[config.mk]
export PLATFORM = sky130hd
export DESIGN_NAME = spi_reg_decoder
export DESIGN_NICKNAME = d
export VERILOG_FILES = /design/src/rtl/spi_pkg.sv /design/src/rtl/spi_reg_decoder.sv
export SDC_FILE = /design/constraint.sdc
export NUM_CORES = 1
export LEC_CHECK = 0
export ABC_AREA = 1
export CAP_MARGIN = 20
export CORE_UTILIZATION = 42
export DETAILED_ROUTE_END_ITERATION = 10
export PLACE_DENSITY = 0.72
export REMOVE_ABC_BUFFERS = 1
export SYNTH_ARGS = -nofsm -noshare
export SYNTH_HDL_FRONTEND = slang
export SYNTH_SLANG_ARGS = --single-unit
[constraint.sdc]
create_clock -name in_clk -period 2.8 [get_ports in_clk]
set_input_delay 0.28 -clock in_clk [delete_from_list [all_inputs] [get_ports in_clk]]
set_output_delay 0.28 -clock in_clk [all_outputs]
set_load 0.02 [all_outputs]
[src/rtl/spi_pkg.sv]
// Shared constants for the SPI register decoder: command byte layout, frame FSM
// state encoding and the minimum byte spacing the decoder is built for.
package spi_pkg;

  localparam int CMD_RD_BIT   = 7;
  localparam int MIN_BYTE_GAP = 4;

  localparam logic [2:0] ST_IDLE    = 3'd0;
  localparam logic [2:0] ST_CMD     = 3'd1;
  localparam logic [2:0] ST_WR      = 3'd2;
  localparam logic [2:0] ST_RD_REQ  = 3'd3;
  localparam logic [2:0] ST_RD_WAIT = 3'd4;
  localparam logic [2:0] ST_RD      = 3'd5;

endpackage

[src/rtl/spi_reg_decoder.sv]
// Turns SPI frames (command byte + data/dummy bytes) into register-bank writes
// and prefetched reads with address auto-increment. ADDR_W must not exceed 7.
module spi_reg_decoder
  import spi_pkg::*;
#(
  parameter int ADDR_W = 7
) (
  input  logic              in_clk,
  input  logic              in_rst_n,
  input  logic              in_cs_n,
  input  logic [7:0]        in_rx_byte,
  input  logic              in_rx_valid,
  output logic [7:0]        o_tx_byte,
  output logic              o_tx_valid,
  output logic [ADDR_W-1:0] o_reg_addr,
  output logic [7:0]        o_reg_wr_data,
  output logic              o_reg_wr_en,
  output logic              o_reg_rd_en,
  input  logic [7:0]        in_reg_rd_data,
  output logic              o_overrun,
  output logic [7:0]        o_dbg_byte
);

  localparam logic [ADDR_W-1:0] ADDR_ONE = 1;

  logic [2:0] state;
  logic       cs_n_q;
  logic       cs_fall;
  logic       cs_rise;

  assign cs_fall = cs_n_q & ~in_cs_n;
  assign cs_rise = ~cs_n_q & in_cs_n;

  // NOTE: every register here uses <= so all state updates see the values from
  // before the edge; mixing in = would make the result depend on statement order.
  always_ff @(posedge in_clk or negedge in_rst_n) begin
    if (!in_rst_n) begin
      state         <= ST_IDLE;
      cs_n_q        <= 1'b1;
      o_tx_byte     <= '0;
      o_tx_valid    <= 1'b0;
      o_reg_addr    <= '0;
      o_reg_wr_data <= '0;
      o_reg_wr_en   <= 1'b0;
      o_reg_rd_en   <= 1'b0;
      o_overrun     <= 1'b0;
      o_dbg_byte    <= '0;
    end else begin
      cs_n_q      <= in_cs_n;
      o_tx_valid  <= 1'b0;
      o_reg_wr_en <= 1'b0;
      o_reg_rd_en <= 1'b0;

      // The write issued last cycle used the current address; advance it now.
      if (o_reg_wr_en) o_reg_addr <= o_reg_addr + ADDR_ONE;

      if (in_cs_n) begin
        state <= ST_IDLE;
        // A data byte landing on the deselect edge still completes its write.
        if (cs_rise && in_rx_valid && state == ST_WR) begin
          o_reg_wr_en   <= 1'b1;
          o_reg_wr_data <= in_rx_byte;
        end
      end else begin
        case (state)
          ST_IDLE: begin
            if (cs_fall) begin
              state     <= ST_CMD;
              o_overrun <= 1'b0;
            end
          end
          ST_CMD: begin
            if (in_rx_valid) begin
              o_dbg_byte <= in_rx_byte;
              o_reg_addr <= in_rx_byte[ADDR_W-1:0];
              if (in_rx_byte[CMD_RD_BIT]) begin
                o_reg_rd_en <= 1'b1;
                state       <= ST_RD_REQ;
              end else begin
                state <= ST_WR;
              end
            end
          end
          ST_WR: begin
            if (in_rx_valid) begin
              o_reg_wr_en   <= 1'b1;
              o_reg_wr_data <= in_rx_byte;
            end
          end
          ST_RD_REQ: begin
            // The strobe is raised on entry; this cycle the bank sees it.
            if (in_rx_valid) o_overrun <= 1'b1;
            state <= ST_RD_WAIT;
          end
          ST_RD_WAIT: begin
            if (in_rx_valid) o_overrun <= 1'b1;
            o_tx_byte  <= in_reg_rd_data;
            o_tx_valid <= 1'b1;
            o_reg_addr <= o_reg_addr + ADDR_ONE;
            state      <= ST_RD;
          end
          ST_RD: begin
            if (in_rx_valid) begin
              o_reg_rd_en <= 1'b1;
              state       <= ST_RD_REQ;
            end
          end
          default: state <= ST_IDLE;
        endcase
      end
    end
  end

endmodule

==> results of run 1 <==
-- state kept, by name, summed over array words and instances (netlist names), 3 cells and up --
signal,count
o_dbg_byte,8
o_reg_wr_data,8
state,3
o_reg_addr,7
o_tx_byte,8
-- final cells by class --
| class | instances | area [sq um] |
|---|---|---|
| Fill cell | 402 | 1780 |
| Sequential cell | 39 | 977 |
| Multi-Input combinational cell | 166 | 816 |
| Timing Repair Buffer | 54 | 536 |
| Inverter | 25 | 97.6 |
| Clock buffer | 5 | 68.8 |
| Tap cell | 52 | 65.1 |
| Clock inverter | 3 | 43.8 |
-- cell families after synthesis --
kind of cell	synth area share
AO/OA/AOI/OAI	0.0935
AND/OR/NAND/NOR	0.316
buffers and inverters	0.0761
adder cells (fa/ha/maj)	0.00645
XOR/XNOR	0.00451
flip-flops	0.504
-- layer usage --
metal  GRT usage  vias to the layer above  wire [microns]
met5           0                        -               0
met4      0.0644                        0              76
met3      0.0548                        9             228
met2       0.301                       47            2050
met1       0.239                      808            1880
li1            -                      858               -
-- worst min path at each step --
stage              from          endpoint  slack [ns]  cells after the start
2_1_floorplan  in_rst_n     o_dbg_byte[0]       -0.02                      0
3_3_place_gp   in_rst_n  o_reg_wr_data[2]        0.44                      1
3_5_place_dp   in_rst_n  o_reg_wr_data[2]        0.44                      1
4_1_cts        in_rst_n  o_reg_wr_data[2]        0.11                      1
5_1_grt        in_rst_n  o_reg_wr_data[0]        0.17                      1
6_report       in_rst_n     o_dbg_byte[1]        0.08                      1
-- stage by stage --
stage | area (sq um) | worst slack [ns]
6_report | 2600 | 0.980
3_5_place_dp | 2490 | 0.868
4_1_cts | 2600 | 0.974
3_3_place_gp | 2490 | 0.953
2_1_floorplan | 1890 | 1.42
5_1_grt | 2600 | 0.915
-- power groups by stage --
stage          Clock, mW  Sequential [mW]  Combinational (mW)
6_report           0.471            0.912                1.04
2_1_floorplan          0             1.13               0.339
5_1_grt            0.504            0.943                1.13
4_1_cts            0.483            0.913                1.05
3_5_place_dp           0            0.921                1.05
3_3_place_gp           0            0.920                1.03
-- placed cells by master, fill, tap and decap left out, types with 2 or more instances in the layout --
cell             count
nor2_1               9
clkbuf_8             5
clkdlybuf4s50_1     53
inv_1               19
o21ai_2              9
nand3_1             23
nor3_1               2
a21oi_1              5
nand2_2              4
nand2_1             93
nor2_4               3
dfrtp_1             38
inv_2                4
clkinv_2             2
nand4_1              3
o21ai_0              5
==> run summary, run 1 <==
CP arrival: 1.54 ns
Critical Path Start: o_reg_wr_en
Routed length per placed instance: 12.3 microns
Family with the most delay on the worst path: buffers and inverters
Reg2reg path depth: 7
Max-slew headroom: 0.440
Setup crit start kind: register
Overflow left after global routing: 0
Status: finished clean
Worst endpoint required time: 2.52 ns
Ys flop type: dfrtp_1
Hold slack final: 0.0778 ns
RePlAce Congestion: 0.895
Setup violators final: 0
Syn avg cell area: 8.22 sq um
Die W: 70.0 microns
Max-cap violation count: 0
Area added between synthesis and finish: 34.2%
Tightest Pin Transition: 0.840 ns
Power density over cell area: 930 nW/um^2
Leak Pwr: 1.29 nW
Bufs on Longest Clock Path: 2
Critical-path cell list: clkdlybuf4s50_1
DR vias/cell: 5.01
Worst-path fanout max: 10
First-pass GRT wire length: 7.25 mm
Initial antenna violation count: 0
Die area: 4900 sq um
Layout cells sized above 1: 0.123
CP peak stage delay: 0.68 ns
Pint: 1.51 mW
Diodes inserted: 0
Num Clock Sinks: 39
Setup crit end kind: output port
Worst Skew: 0.00666 ns
Number of I/O port buffers: 54
Die Ht: 70.0 microns
CTS buffer count: 5
# rows: 24
Clock power frac: 0.195
Cts hold-fix bufs: 0
Worst path slowest cell: clkdlybuf4s50_1
Setup_tns: 0 ns
FFs w/ async S/R, synth: 1.00
Initial core utilization: 0.443
Worst hold path type: input pin to async pin
WP depth: 1
Final period util: 0.650
Syn Inst Count: 236
Initial DRC Count: 102
Drt pass-1 iters: 4
H-tree Lvls: 2
Vias in the first global route: 1591
Dpl cells: 336
Layout Utilization: 0.594
Pins Over Slew Limit: 0
DP HPWL: 3.17 mm
Largest area contributor in the netlist: dfrtp_1
CTS resizes: 0
RR Startpoint: state[1]
DR vias: 1722
Clk root buf: clkbuf_8
Most common cell in the netlist: nand2_1
Post-Syn Area: 1940 sq um
Unique masters post-synth: 30
Maximum clock frequency: 0.549 GHz
Detail Route Antenna Nets: 0
Net load switching power: 0.916 mW
Core Area: 4380 sq um
# DRC: 0
DRT Wirelength: 4.23 mm
CTS tree: done
Flop pwr share: 0.377
Yosys reg bits: 39
Clock latency at the later pin of the worst-skew pair: 0.30 ns
Nets: 312
Max rail drop VDD: 448 uV
Top post-synthesis cells by area: dfrtp_1 49%, nand2_1 18%, nand3_1 5.9%
Synth top area share: 0.490
Hold Vio Cnt, Final: 0
RSZ-0062 raised after global routing: no
Number of top-level pins: 55
Global-route usage over all layers: 0.186
Post-synth EDFFs: 0
Register area share after synthesis: 0.504
WP buf/inv: 1
Reg clk slew, reported paths: 0.08 ns
Total power: 2.42 mW
Setup Buffers After CTS: 0
Setup crit end: o_reg_wr_en
Finished Layout Cells: 344
Setup slack, reg-to-reg: 1.38 ns
Synth top cells by count: 93 x nand2_1, 38 x dfrtp_1, 23 x nand3_1
Pin count of the biggest net entering global routing: 40
Sw Ratio: 0.378
Comb pwr share: 0.429
R2r endpoint: o_reg_addr[5]
Ys Warns: 0
Worst Path Class, Setup: register to output port
Fin crit period: 1.82 ns
Note: power is estimated with default switching activity, not from simulation.
==> run 2: changes to the inputs <==
- PLACE_DENSITY: 0.72 -> 0.75
- clock period: 2.8 -> 1.6 ns (I/O delays scaled with it)
==> run summary, run 2 (same netlist as run 1, synthesis figures left out) <==
Setup crit end kind: output port
Clock power frac: 0.203
Commonest non-fill, non-tap cells in the layout: 93 x nand2_1, 51 x clkdlybuf4s50_1, 38 x dfrtp_1
Final instance area: 2680 sq um
Grt peak-use layer: met2
Worst path slowest cell: clkdlybuf4s50_1
Max-cap violation count: 0
CTS tree: done
Routed length per placed instance: 12.0 microns
# rows: 24
Commonest non-fill, non-tap cell in the layout: nand2_1
Initial core utilization: 0.443
DR vias: 1711
Nets: 320
Worst Skew: 0.00822 ns
Max rail drop VDD: 669 uV
Layout Utilization: 0.610
Initial DRC Count: 121
DRT Wirelength: 4.23 mm
Power density over cell area: 1600 nW/um^2
Net load switching power: 1.59 mW
Flop pwr share: 0.373
WP buf/inv: 1
Fin crit period: 1.55 ns
Hold Vio Cnt, Final: 0
Number of I/O port buffers: 54
Pins Over Slew Limit: 0
RSZ-0062 raised after global routing: no
Die area: 4900 sq um
Global-route usage over all layers: 0.190
First-pass GRT wire length: 7.44 mm
Leak Pwr: 1.35 nW
Initial antenna violation count: 0
Vias in the first global route: 1646
H-tree Lvls: 2
Met3 Track Usage GR: 0.0563
Layout cells sized above 1: 0.143
Max-slew headroom: 0.676
Worst-path fanout max: 6
Setup violators final: 0
Hold slack final: 0.402 ns
Biggest regs: o_dbg_byte x8, o_reg_wr_data x8, o_tx_byte x8
# DRC: 0
Num Clock Sinks: 39
Total power: 4.28 mW
CTS buffer count: 5
Detail Route Antenna Nets: 0
Clock latency at the later pin of the worst-skew pair: 0.29 ns
Worst endpoint required time: 1.44 ns
Area added between synthesis and finish: 37.9%
Reg clk slew, reported paths: 0.08 ns
DR vias/cell: 4.86
Core Area: 4380 sq um
Comb pwr share: 0.425
Overflow left after global routing: 0
Number of top-level pins: 55
Tightest Pin Transition: 0.486 ns
Final period util: 0.967
Worst hold path type: input pin to register
CP arrival: 1.39 ns
DP HPWL: 3.16 mm
Diodes inserted: 0
Maximum clock frequency: 0.646 GHz
Drt pass-1 iters: 4
Bufs on Longest Clock Path: 2
Critical-path cell list: clkdlybuf4s50_1
Pin count of the biggest net entering global routing: 40
Met1 Use GR: 0.259
Setup_tns: 0 ns
Family with the most delay on the worst path: buffers and inverters
RePlAce Congestion: 0.919
Status: finished clean
Die W: 70.0 microns
Sw Ratio: 0.373
Worst Path Class, Setup: register to output port
Post-DP Area: 2540 sq um
GR Util met2: 0.295
CP peak stage delay: 0.64 ns
Setup Buffers After CTS: 0
Clk root buf: clkbuf_8
Pint: 2.68 mW
Die Ht: 70.0 microns
Setup crit start kind: register
-- run 2: final timing paths --
kind	startpoint	end	slack (ns)	cells after the start
setup / recovery	o_reg_addr[0]	o_reg_addr[0]	0.05	1
min in group asynchronous	in_rst_n	o_reg_wr_data[2]	0.44	3
setup reg to reg	o_reg_addr[0]	o_reg_addr[6]	0.19	7
max in group asynchronous	in_rst_n	cs_n_q	0.78	3
hold / removal	in_reg_rd_data[6]	o_tx_byte[6]	0.40	3
hold reg to reg	o_tx_byte[5]	o_tx_byte[5]	0.48	2
-- run 2: power groups by stage --
stage                     clock (mW)  combinational [mW]  sequential (mW)
after global placement             0                1.80             1.61
after CTS                      0.885                1.84             1.60
final                          0.866                1.82             1.59
after floorplan                    0               0.594             1.97
after detailed placement           0                1.84             1.61
after global routing           0.928                1.99             1.65
-- run 2: area by class of cell --
cell class              count  area [sq um]
repair buffers             62           599
inverters                  25          97.6
clock inverters             2          38.8
fillers                   404          1710
flip-flops and latches     39           977
clock buffers               6          82.6
multi-input cells         166           816
well taps                  52          65.1
-- run 2: tightest hold or removal path, cell delays in order --
cell	delay (ns)
clkdlybuf4s50_1	0.39
nand2_1	0.06
nand2_1	0.05
-- run 2: routing by layer --
layer | vias up | wire length, microns
li1 | 875 | -
met1 | 774 | 1930
met2 | 60 | 2010
met3 | 2 | 266
met4 | 0 | 20
met5 | - | 0
-- run 2: metrics by stage --
step | worst slack [ns] | cells
2_1_floorplan | 0.224 | 230
3_3_place_gp | 0.148 | 343
3_5_place_dp | 0.126 | 343
4_1_cts | 0.0176 | 352
5_1_grt | 0.00759 | 352
6_report | 0.0522 | 352
-- run 2: timing repair --
action	CTS	global route
resized for setup	1	1
setup endpoints to repair	1	1
hold endpoints to repair	38	0
hold buffers	1	0
==> run 3: changes to the inputs <==
- RECOVER_POWER: default -> 100
==> run summary, run 3 (same netlist as run 1, synthesis figures left out) <==
Detail Route Antenna Nets: 0
Setup crit start kind: register
Commonest non-fill, non-tap cells in the layout: 94 x nand2_1, 38 x dfrtp_1, 30 x dlygate4sd3_1
Worst-path fanout max: 6
Die area: 4900 sq um
Worst Skew: 0.00836 ns
Pin count of the biggest net entering global routing: 40
Number of I/O port buffers: 54
Worst path slowest cell: clkdlybuf4s50_1
# DRC: 0
Core Area: 4380 sq um
Die W: 70.0 microns
DP HPWL: 3.16 mm
Reg clk slew, reported paths: 0.08 ns
Vias in the first global route: 1646
CP arrival: 1.39 ns
Max-cap violation count: 0
Initial DRC Count: 127
Worst endpoint required time: 1.44 ns
Diodes inserted: 0
Bufs on Longest Clock Path: 2
Commonest non-fill, non-tap cell in the layout: nand2_1
Overflow left after global routing: 0
Biggest regs: o_dbg_byte x8, o_reg_wr_data x8, o_tx_byte x8
Num Clock Sinks: 39
Setup_tns: 0 ns
Clock latency at the later pin of the worst-skew pair: 0.29 ns
Final period util: 0.966
Flop pwr share: 0.383
Multi-input logic area: 772 sq um
FF/Latch Area: 977 sq um
Pins Over Slew Limit: 0
Layout cells sized above 1: 0.113
WP buf/inv: 1
First-pass GRT wire length: 7.44 mm
Maximum clock frequency: 0.647 GHz
CTS tree: done
Pre-CTS WS: 0.126 ns
Sw Ratio: 0.379
Area added between synthesis and finish: 34.6%
Clk root buf: clkbuf_8
Global-route usage over all layers: 0.190
DR vias: 1710
DR vias/cell: 4.86
CTS buffer count: 5
Nets: 320
DRT Wirelength: 4.21 mm
Status: finished clean
Family with the most delay on the worst path: buffers and inverters
H-tree Lvls: 2
Critical-path cell list: clkdlybuf4s50_1
Drt pass-1 iters: 4
Initial core utilization: 0.443
Max-slew headroom: 0.377
Setup Buffers After CTS: 0
Die Ht: 70.0 microns
Worst hold path type: input pin to register
Routed length per placed instance: 11.9 microns
RePlAce Congestion: 0.919
Max rail drop VDD: 648 uV
Comb pwr share: 0.407
Pint: 2.56 mW
Tightest Pin Transition: 0.934 ns
Number of top-level pins: 55
Hold Vio Cnt, Final: 0
Leak Pwr: 1.37 nW
RSZ-0062 raised after global routing: no
# rows: 24
Clock power frac: 0.209
CP peak stage delay: 0.64 ns
Net load switching power: 1.56 mW
Worst Path Class, Setup: register to output port
Fin crit period: 1.55 ns
Power density over cell area: 1580 nW/um^2
Initial antenna violation count: 0
Setup violators final: 0
Fill cells: 419
Worst setup margin: 0.0542 ns
Setup crit end kind: output port
[run 3: metal layers]
metal / vias to the layer above / part of all wire / global-route usage / routed length, microns
met5: - / 0 / 0 / 0
met4: 0 / 0.011 / 0.0511 / 45
met3: 6 / 0.061 / 0.0563 / 257
met2: 57 / 0.47 / 0.295 / 1990
met1: 769 / 0.45 / 0.259 / 1910
li1: 878 / - / - / -
[run 3: worst paths after layout]
path / from / end / slack [ns] / cells past startpoint
min reg2reg: o_tx_byte[5] / o_tx_byte[5] / 0.47 / 2
max reg2reg: state[1] / o_reg_addr[6] / 0.14 / 5
max: o_reg_addr[0] / o_reg_addr[0] / 0.05 / 1
min: in_reg_rd_data[6] / o_tx_byte[6] / 0.40 / 3
min in group asynchronous: in_rst_n / o_reg_wr_data[2] / 0.61 / 3
max in group asynchronous: in_rst_n / o_overrun / 0.40 / 3
[run 3: power groups by stage]
stage	logic (mW)	registers, mW	clock network, mW
after floorplan	0.594	1.97	0
after global placement	1.80	1.61	0
after detailed placement	1.84	1.61	0
after CTS	1.84	1.60	0.885
after global routing	1.85	1.64	0.928
final	1.68	1.58	0.863
[run 3: worst reg2reg max path: cells and delay by family (launching register included)]
kind / cells / cell delay [ns]
flip-flops: 1 / 0.43
AND/OR/NAND/NOR: 5 / 0.98
[run 3: per-stage QoR]
step	hold WS [ns]	area [sq um]	util	std cells	power, mW
2_1_floorplan	-0.136	1890	-	230	2.57
3_3_place_gp	0.235	2540	0.580	343	3.41
3_5_place_dp	0.237	2540	0.580	343	3.45
4_1_cts	0.396	2670	0.610	352	4.32
5_1_grt	0.404	2610	0.596	352	4.42
6_report	0.403	2610	0.596	352	4.12
[run 3: repair_timing]
item | 4_1_cts | 5_1_grt
hold buffers | 1 | 0
resized for setup | 1 | 1
setup endpoints to repair | 1 | 1
endpoints found under the hold margin | 38 | 0
[run 3: final cells by class]
cell class | instances | area share
clock buffer | 6 | 0.0316
clock inverter | 2 | 0.0149
inverter | 25 | 0.0374
multi-input combinational | 166 | 0.296
sequential | 39 | 0.374
tap | 52 | 0.0249
timing repair buffer | 62 | 0.221
